File: config.mk
export PLATFORM = sky130hd
export DESIGN_NAME = bus_arbiter
export DESIGN_NICKNAME = d
export VERILOG_FILES = /design/src/rtl/bus_pkg.sv /design/src/rtl/rr_pick.sv /design/src/rtl/bus_arbiter.sv
export SDC_FILE = /design/constraint.sdc
export NUM_CORES = 1
export LEC_CHECK = 0
export BUFFER_PORTS_ARGS = -buffer_cell sky130_fd_sc_hd__buf_2
export CAP_MARGIN = 10
export CORE_MARGIN = 2
export CORE_UTILIZATION = 35
export CTS_CLUSTER_DIAMETER = 100
export CTS_CLUSTER_SIZE = 40
export DETAILED_ROUTE_END_ITERATION = 6
export PLACE_DENSITY_LB_ADDON = 0.25
export SYNTH_ARGS = -nofsm -noshare
export SYNTH_HDL_FRONTEND = slang
export SYNTH_SLANG_ARGS = --single-unit
File: constraint.sdc
create_clock -name clk -period 1.4 [get_ports clk]
set_input_delay 0.21 -clock clk [delete_from_list [all_inputs] [get_ports clk]]
set_output_delay 0.21 -clock clk [all_outputs]
set_load 0.1 [all_outputs]
File: src/rtl/bus_pkg.sv
// Definitions shared by the bus arbiter and the tristate drivers that sit on its bus.
package bus_pkg;

    localparam int BUS_W = 8;

    typedef enum logic [1:0] {
        IDLE  = 2'd0,
        GRANT = 2'd1,
        GAP   = 2'd2
    } arb_state_t;

endpackage

File: src/rtl/rr_pick.sv
// Combinational round-robin picker: searches from last+1 upward, wrapping, and returns
// the first requester found.
module rr_pick
    import bus_pkg::*;
#(
    parameter int N_REQ = 4
) (
    input  logic [N_REQ-1:0]         req,
    input  logic [$clog2(N_REQ)-1:0] last,
    output logic                     any,
    output logic [$clog2(N_REQ)-1:0] winner
);

    localparam int IDW = $clog2(N_REQ);

    logic [IDW-1:0] cand;

    always_comb begin
        any    = 1'b0;
        winner = '0;
        cand   = '0;
        // The offset runs 1..N_REQ, so the previous winner is checked last.
        for (int i = 1; i <= N_REQ; i++) begin
            cand = IDW'((int'(last) + i) % N_REQ);
            if (!any && req[cand]) begin
                any    = 1'b1;
                winner = cand;
            end
        end
    end

endmodule

File: src/rtl/bus_arbiter.sv
// Round-robin owner sequencing for a shared tristate bus. Only one oe bit is high at a time,
// tenures are capped at MAX_HOLD cycles, and every hand-over has a GAP_CYCLES dead time.
module bus_arbiter
    import bus_pkg::*;
#(
    parameter int N_REQ      = 4,
    parameter int GAP_CYCLES = 1,
    parameter int MAX_HOLD   = 8
) (
    input  logic                     clk,
    input  logic                     reset,
    input  logic [N_REQ-1:0]         req,
    output logic [N_REQ-1:0]         oe,
    output logic [$clog2(N_REQ)-1:0] grant_id,
    output logic                     busy,
    output logic                     preempt
);

    localparam int IDW = $clog2(N_REQ);
    localparam int HW  = $clog2(MAX_HOLD + 1);

    arb_state_t     state_q, state_d;
    logic [N_REQ-1:0] oe_q, oe_d;
    logic [IDW-1:0] grant_q, grant_d;
    logic [IDW-1:0] last_q, last_d;
    logic [HW-1:0]  hold_q, hold_d;
    logic [2:0]     gap_q, gap_d;
    logic           busy_q, busy_d;
    logic           preempt_q, preempt_d;

    logic           pick_any;
    logic [IDW-1:0] pick_winner;

    rr_pick #(
        .N_REQ (N_REQ)
    ) u_rr_pick (
        .req    (req),
        .last   (last_q),
        .any    (pick_any),
        .winner (pick_winner)
    );

    always_ff @(posedge clk) begin
        if (reset) begin
            state_q   <= IDLE;
            oe_q      <= '0;
            grant_q   <= '0;
            last_q    <= IDW'(N_REQ - 1);
            hold_q    <= '0;
            gap_q     <= '0;
            busy_q    <= 1'b0;
            preempt_q <= 1'b0;
        end else begin
            state_q   <= state_d;
            oe_q      <= oe_d;
            grant_q   <= grant_d;
            last_q    <= last_d;
            hold_q    <= hold_d;
            gap_q     <= gap_d;
            busy_q    <= busy_d;
            preempt_q <= preempt_d;
        end
    end

    always_comb begin
        state_d   = state_q;
        oe_d      = oe_q;
        grant_d   = grant_q;
        last_d    = last_q;
        hold_d    = hold_q;
        gap_d     = gap_q;
        preempt_d = 1'b0;

        case (state_q)
            IDLE: begin
                oe_d = '0;
                if (pick_any) begin
                    state_d = GRANT;
                    oe_d    = N_REQ'(1) << pick_winner;
                    grant_d = pick_winner;
                    last_d  = pick_winner;
                    hold_d  = HW'(1);
                end
            end

            GRANT: begin
                // A release takes priority over a simultaneous hold limit, so no preempt pulse.
                if (!req[grant_q]) begin
                    state_d = GAP;
                    oe_d    = '0;
                    gap_d   = 3'd1;
                end else if (hold_q == HW'(MAX_HOLD)) begin
                    state_d   = GAP;
                    oe_d      = '0;
                    gap_d     = 3'd1;
                    preempt_d = 1'b1;
                end else begin
                    hold_d = hold_q + HW'(1);
                end
            end

            GAP: begin
                oe_d = '0;
                if (gap_q < 3'(GAP_CYCLES)) begin
                    gap_d = gap_q + 3'd1;
                end else if (pick_any) begin
                    state_d = GRANT;
                    oe_d    = N_REQ'(1) << pick_winner;
                    grant_d = pick_winner;
                    last_d  = pick_winner;
                    hold_d  = HW'(1);
                end else begin
                    state_d = IDLE;
                end
            end

            default: begin
                state_d = IDLE;
                oe_d    = '0;
            end
        endcase

        busy_d = (oe_d != '0);
    end

    assign oe       = oe_q;
    assign grant_id = grant_q;
    assign busy     = busy_q;
    assign preempt  = preempt_q;

endmodule

==> results of run 1 <==
## power by group
group / internal (mW) / switching (mW) / total [mW]
logic: 0.235 / 0.412 / 0.648
registers: 0.605 / 0.0490 / 0.654
clock network: 0.111 / 0.160 / 0.270
## critical path, cell delays in order (launching register included)
cell,delay [ns]
dfxtp_4,0.36
mux4_2,0.54
and3b_4,0.24
nand4_1,0.09
xor2_1,0.15
nor2_1,0.05
## logic make-up (layout without fill, tap and decap cells)
| family | after synthesis | in the layout |
|---|---|---|
| and+or+nand+nor | 41 | 42 |
| AOI/OAI and AO/OA | 20 | 20 |
| DFF | 19 | 19 |
| buffers and inverters | 9 | 38 |
| adders and majority gates | 3 | 3 |
| xor gates and xnor gates | 2 | 2 |
| muxes | 2 | 2 |
## area by class of cell
class,instances,area share
clock buffers,4,0.0223
multi-input cells,69,0.444
well taps,30,0.0318
repair buffers,29,0.159
flip-flops and latches,19,0.327
inverters,5,0.0159
## layer usage
metal | track usage | vias up | share of wire
li1 | - | 394 | -
met4 | 0.0625 | 0 | 0.010
met5 | 0 | - | 0
met3 | 0.0301 | 2 | 0.042
met2 | 0.215 | 12 | 0.47
met1 | 0.188 | 361 | 0.48
## timing repair
action | CTS | global route
pin swaps | 4 | 5
cloned | 1 | 0
setup endpoints to repair | 12 | 18
hold endpoints to repair | 0 | 0
setup buffers | 0 | 1
resized for setup | 4 | 7
## synthesized netlist by cell type, drive strengths merged
library cell / count / share of area
ha: 3 / 0.042
inv: 5 / 0.021
a211o: 2 / 0.020
mux4: 1 / 0.025
nand2: 4 / 0.025
or2b: 3 / 0.025
nor2: 17 / 0.072
xor2: 2 / 0.028
nand3b: 1 / 0.0084
nand4: 1 / 0.0070
a21oi: 8 / 0.045
nor3: 4 / 0.028
nor3b: 1 / 0.0084
o41ai: 1 / 0.0098
a22oi: 2 / 0.017
dfxtp: 19 / 0.43
o21a: 1 / 0.0084
a22o: 2 / 0.020
nor4: 1 / 0.0070
o21ai: 1 / 0.0056
buf: 1 / 0.013
nor4b: 2 / 0.027
clkbuf: 3 / 0.013
nand2b: 4 / 0.028
o21bai: 1 / 0.0084
and2: 1 / 0.0070
or3: 1 / 0.0070
a211oi: 2 / 0.022
and3b: 1 / 0.014
mux2i: 1 / 0.011
## path summary, 6_finish.rpt
path           endpoint  slack [ns]  depth (start not counted)
max           hold_q[3]       -0.12                          5
min          state_q[1]        0.28                          2
max reg2reg   hold_q[3]       -0.12                          5
min reg2reg       oe[0]        0.49                          2
## registers in the layout (all words and copies together) (netlist names)
signal / flops
gap_q: 3
oe: 4
last_q: 2
hold_q: 4
grant_id: 2
state_q: 2
busy: 1
preempt: 1
==> impl_results.md, run 1 <==
- Post-Place Cells: 150
- Class of the worst hold path: in2reg
- Post-Synthesis Cell Area: 891 um2
- Origin of the worst min-delay path: reset
- Length of the first detailed-routing pass in iterations: 4
- Final global-route overflow total: 0
- Final Hold Vio Count: 0
- CP startpoint: grant_id[1]
- Pin count of the biggest net entering global routing: 18
- Count of pins on the block boundary: 14
- Clock tree root buffer cell: clkbuf_4
- Status: finished, violations left
- Number of violations of the max-capacitance limit: 0
- Clk sink count: 19
- Starting utilization of the core area: 0.363
- Global-route total usage across every layer: 0.140
- Register cell area after layout: roughly 390 um2
- Adder and majority cell fraction of the synthesized area: 0.0421
- Area fraction in and, or, nand and nor cells after synthesis: 0.264
- Htree depth: 1
- Post-Syn Nets: approximately 110
- Final antenna diode count: 0
- Finished Core Util: 0.481
- Xor and xnor fraction of the mapped netlist area: 0.0281
- Cell area power density: roughly 1300 nW/um2
- Post-layout instance area: 1180 um2
- Cell Rows: 18
- Post-layout minimum cycle time: about 1.5 ns
- Maximum count of clock buffers along a single path: 2
- Total via count in the routed design: slightly below 800
- Weighted congestion reported at the end of routability-driven placement: 0.782
- Post-detailed-placement half-perimeter wirelength: about 1400 um
- Critical Path Sink Type: flop
- Area fraction in compound gates after synthesis: 0.156
- Number of input and output port buffers inserted: 13
- Final Slew Violations: 0
- Top fanout value on the critical path: 5
- Worst reg2reg startpoint: grant_id[1]
- Die height: approximately 54 um
- Timing-limited maximum frequency: roughly 660 MHz
- Failing checks: setup timing
- Number of global-route vias before repair: 704
- Number of distinct standard cells referenced by the synthesized netlist: 35
- Measured slew at the worst slew-check pin: roughly 0.49 ns
- Worst slew slack as a fraction of its limit: 0.679
- Sequential area share after synthesis: 0.427
- CTS hold repair buffers: 0
- CP Data Arrival Time: around 1.7 ns
- Mean instance size in the synthesized netlist: about 9.3 um2
- RSZ-0062 raised after global routing: yes
- Total power consumption of the routed design: 1.57 mW
- Routed wire length: roughly 1800 um
- Antenna violations before repair: 0
- Share of the clock period used by the worst path after layout: 1.09
- Die footprint: between 2000 and 3000 um2
- Classification of the worst setup path: reg2reg
- Crit path launch type: flop
- Drt first-iter violations: 9
- Non-filler cells in the finished layout: 156
- Leakage: 0.517 nW
- Final clock skew: a little over 0.002 ns
- Worst hold margin: 0.281 ns
- Final-report setup violation count: 12
- Clk Latency, worst-skew pair: around 0.29 ns
- Number of nets in the final layout: ~140
- Layout cell share with drive strength beyond 1: 0.405
- Global-route wire length before repair: between 3000 and 4000 um
- Setup slack at placement: -0.129 ns
- Clock transition at path regs: ~0.10 ns
- Final Worst Setup Slack: -0.120 ns
- Top library cells by usage in the layout, fill and taps aside: dfxtp_1 (17), nor2_1 (16), buf_4 (16), buf_2 (12)
- Number of routed nets with antenna violations: 0
- Remaining routing DRC violations: 0
- Total of flip-flops plus latches after synthesis: 19
- Inserted Clock Buffers: 3
- Fillers: between 200 and 300
- Multiplexer fraction of the synthesized cell area: 0.0365
- Average routed wire per standard cell: between 10 and 15 um
- Die width: 54.5 um
- Mapped Cells: 96
- Most common cell after layout, fill and taps aside: dfxtp_1
- Highest ir drop seen on vdd: ~0.7 mV
- Aggregate negative setup slack: -0.825 ns
- Area added between synthesis and finish: 32.4%
- Required time at the worst-slack endpoint: about 1.6 ns
- Yosys warning total: 0
- Avg Vias per Cell: 4.93
- Cell Area, Placed: ~1100 um2
- Area of the multi-input gates: ~520 um2
- Combinational family with the most area after synthesis: simple AND/OR/NAND/NOR gates
- Clock tree from TritonCTS: done
- Core region area: between 2000 and 2500 um2
No activity file was read; power rests on OpenSTA's default activity.
==> run 2: changes to the inputs <==
Settings changed: GPL_TIMING_DRIVEN set to 0.
==> run 2 against run 1 <==
The flow still finishes with violations (setup timing). Largest power group unchanged. Via count fell by 6.2%. Largest cell class unchanged. Register-to-register slack got worse by 0.03 ns. Clock power barely moved. Sequential cell count did not move. Critical path depth did not move. First-iteration DRC count rose by 100%. Critical path type unchanged. Routed wire length fell by 0.73%. Setup slack got worse by 0.034 ns. Maximum frequency fell by 2.2%. Non-clock buffer count fell by 9. Utilization fell by 0.71 points. Power rose by 1.4%.
==> impl_results.md, run 2 (same netlist as run 1, synthesis figures left out) <==
- Cell Area, Placed: between 900 and 1000 um2
- Htree depth: 1
- Cell area power density: 1370 nW/um2
- Leakage: 0.492 nW
- CP Data Arrival Time: 1.72 ns
- Maximum count of clock buffers along a single path: 2
- Critical Path Sink Type: flop
- Clock transition at path regs: between 0.1 and 0.15 ns
- Timing-limited maximum frequency: around 640 MHz
- Finished Core Util: 0.473
- Remaining routing DRC violations: 0
- Relative contribution of combinational cells to total power: 0.408
- Status: finished, violations left
- Part of the power in the clock network: 0.170
- Switching share of power: 0.399
- Drt first-iter violations: 18
- Global-route wire length before repair: between 2000 and 3000 um
- Die height: about 54 um
- Top library cells by usage in the layout, fill and taps aside: nor2_1 (16), dfxtp_1 (13), buf_2 (10), inv_1 (5), clkbuf_4 (5)
- Worst slew slack as a fraction of its limit: 0.595
- Area added between synthesis and finish: 30.5%
- Switching power: ~0.64 mW
- Number of nets in the final layout: between 100 and 150
- Count of pins on the block boundary: 14
- Total via count in the routed design: about 720
- CTS hold repair buffers: 0
- Clock tree from TritonCTS: done
- Clock tree root buffer cell: clkbuf_4
- Worst hold margin: about 0.32 ns
- Post-layout instance area: 1160 um2
- RSZ-0062 raised after global routing: yes
- Layout cell share with drive strength beyond 1: 0.388
- Number of input and output port buffers inserted: 12
- Number of global-route vias before repair: 647
- Most common cell after layout, fill and taps aside: nor2_1
- Setup slack at placement: -0.165 ns
- Internal power summed over all cells: between 0.9 and 1 mW
- Average routed wire per standard cell: 12.2 um
- Global-route total usage across every layer: 0.136
- Crit path launch type: flop
- Classification of the worst setup path: reg2reg
- Post-layout minimum cycle time: ~1.6 ns
- Routed wire length: about 1800 um
- Starting utilization of the core area: 0.363
- Cell Rows: 18
- Die footprint: 2960 um2
- Required time at the worst-slack endpoint: between 1.5 and 2 ns
- Measured slew at the worst slew-check pin: 0.601 ns
- Avg Vias per Cell: 4.94
- Final Hold Vio Count: 0
- Top fanout value on the critical path: 5
- Aggregate negative setup slack: -1.46 ns
- Hold Path Stages: 2
- Core region area: around 2500 um2
- Sequential cell fraction of total power: 0.422
- Number of violations of the max-capacitance limit: 0
- Final Slew Violations: 0
- Failing checks: setup timing
- Highest ir drop seen on vdd: between 0.6 and 0.7 mV
- Worst R2R Path Depth: 5
- Class of the worst hold path: in2reg
- Die width: between 50 and 60 um
- Antenna violations before repair: 0
- Clk Latency, worst-skew pair: about 0.29 ns
- Pin count of the biggest net entering global routing: 11
- Final global-route overflow total: 0
- Length of the first detailed-routing pass in iterations: 4
- Number of routed nets with antenna violations: 0
- Final antenna diode count: 0
- Share of the clock period used by the worst path after layout: 1.11
- Clk sink count: 19
- Post-detailed-placement half-perimeter wirelength: 1210 um
- Final clock skew: 0.00464 ns
- Final-report setup violation count: 14
- Final Worst Setup Slack: -0.154 ns
- Inserted Clock Buffers: 3
- Weighted congestion reported at the end of routability-driven placement: between 0.7 and 0.8
[run 2: cell count changes in the layout (fill, tap and decap cells not counted), sizes merged]
| cell | change |
|---|---|
| buf | -12 |
| and3b | -1 |
| clkbuf | +3 |
[run 2: power by group through the flow]
stage	logic [mW]	clock network, mW	registers, mW
finish	0.651	0.271	0.672
detailed placement	0.528	0	0.671
global route	0.689	0.303	0.682
global placement	0.523	0	0.670
floorplan	0.242	0	0.865
CTS	0.632	0.283	0.667
[run 2: what timing repair did]
action,4_1_cts,5_1_grt
buffers inserted,4,0
pin swaps,8,7
setup endpoints to repair,16,19
gates resized for setup,15,10
cloned,1,0
[run 2: routing by layer]
layer  track usage  up-vias  part of all wire  routed length (um)
li1              -      376                 -                   -
met1         0.171      329              0.46                 824
met2         0.211       14              0.49                 867
met3        0.0328        2             0.038                  68
met4        0.0750        0             0.011                  19
met5             0        -                 0                   0
[run 2: cell type report]
class	count	area [um2]
Timing Repair Buffer	17	123
Inverter	5	18.8
Sequential cell	19	395
Buffer	3	22.5
Fill cell	225	1290
Clock buffer	4	26.3
Multi-Input combinational cell	68	539
Tap cell	30	37.5
[run 2: critical path, cell delays in order, from the launching register on]
cell and delay [ns]:
dfxtp_4 0.37, mux4_2 0.51, and3b_4 0.23, buf_8 0.14
a22oi_2 0.14, nor2_1 0.05
[run 2: path summary, 6_finish.rpt]
check                                  from          end  slack [ns]
worst min-delay path                  reset  grant_id[0]        0.32
worst min register to register    hold_q[0]    hold_q[0]        0.47
worst max register to register  grant_id[1]        oe[1]       -0.15
worst max-delay path            grant_id[1]        oe[1]       -0.15
[run 2: stage by stage]
step | total power [mW] | std cells
after CTS | 1.58 | 146
final | 1.59 | 146
after global placement | 1.19 | 138
after global routing | 1.67 | 146
after floorplan | 1.11 | 96
after detailed placement | 1.20 | 138
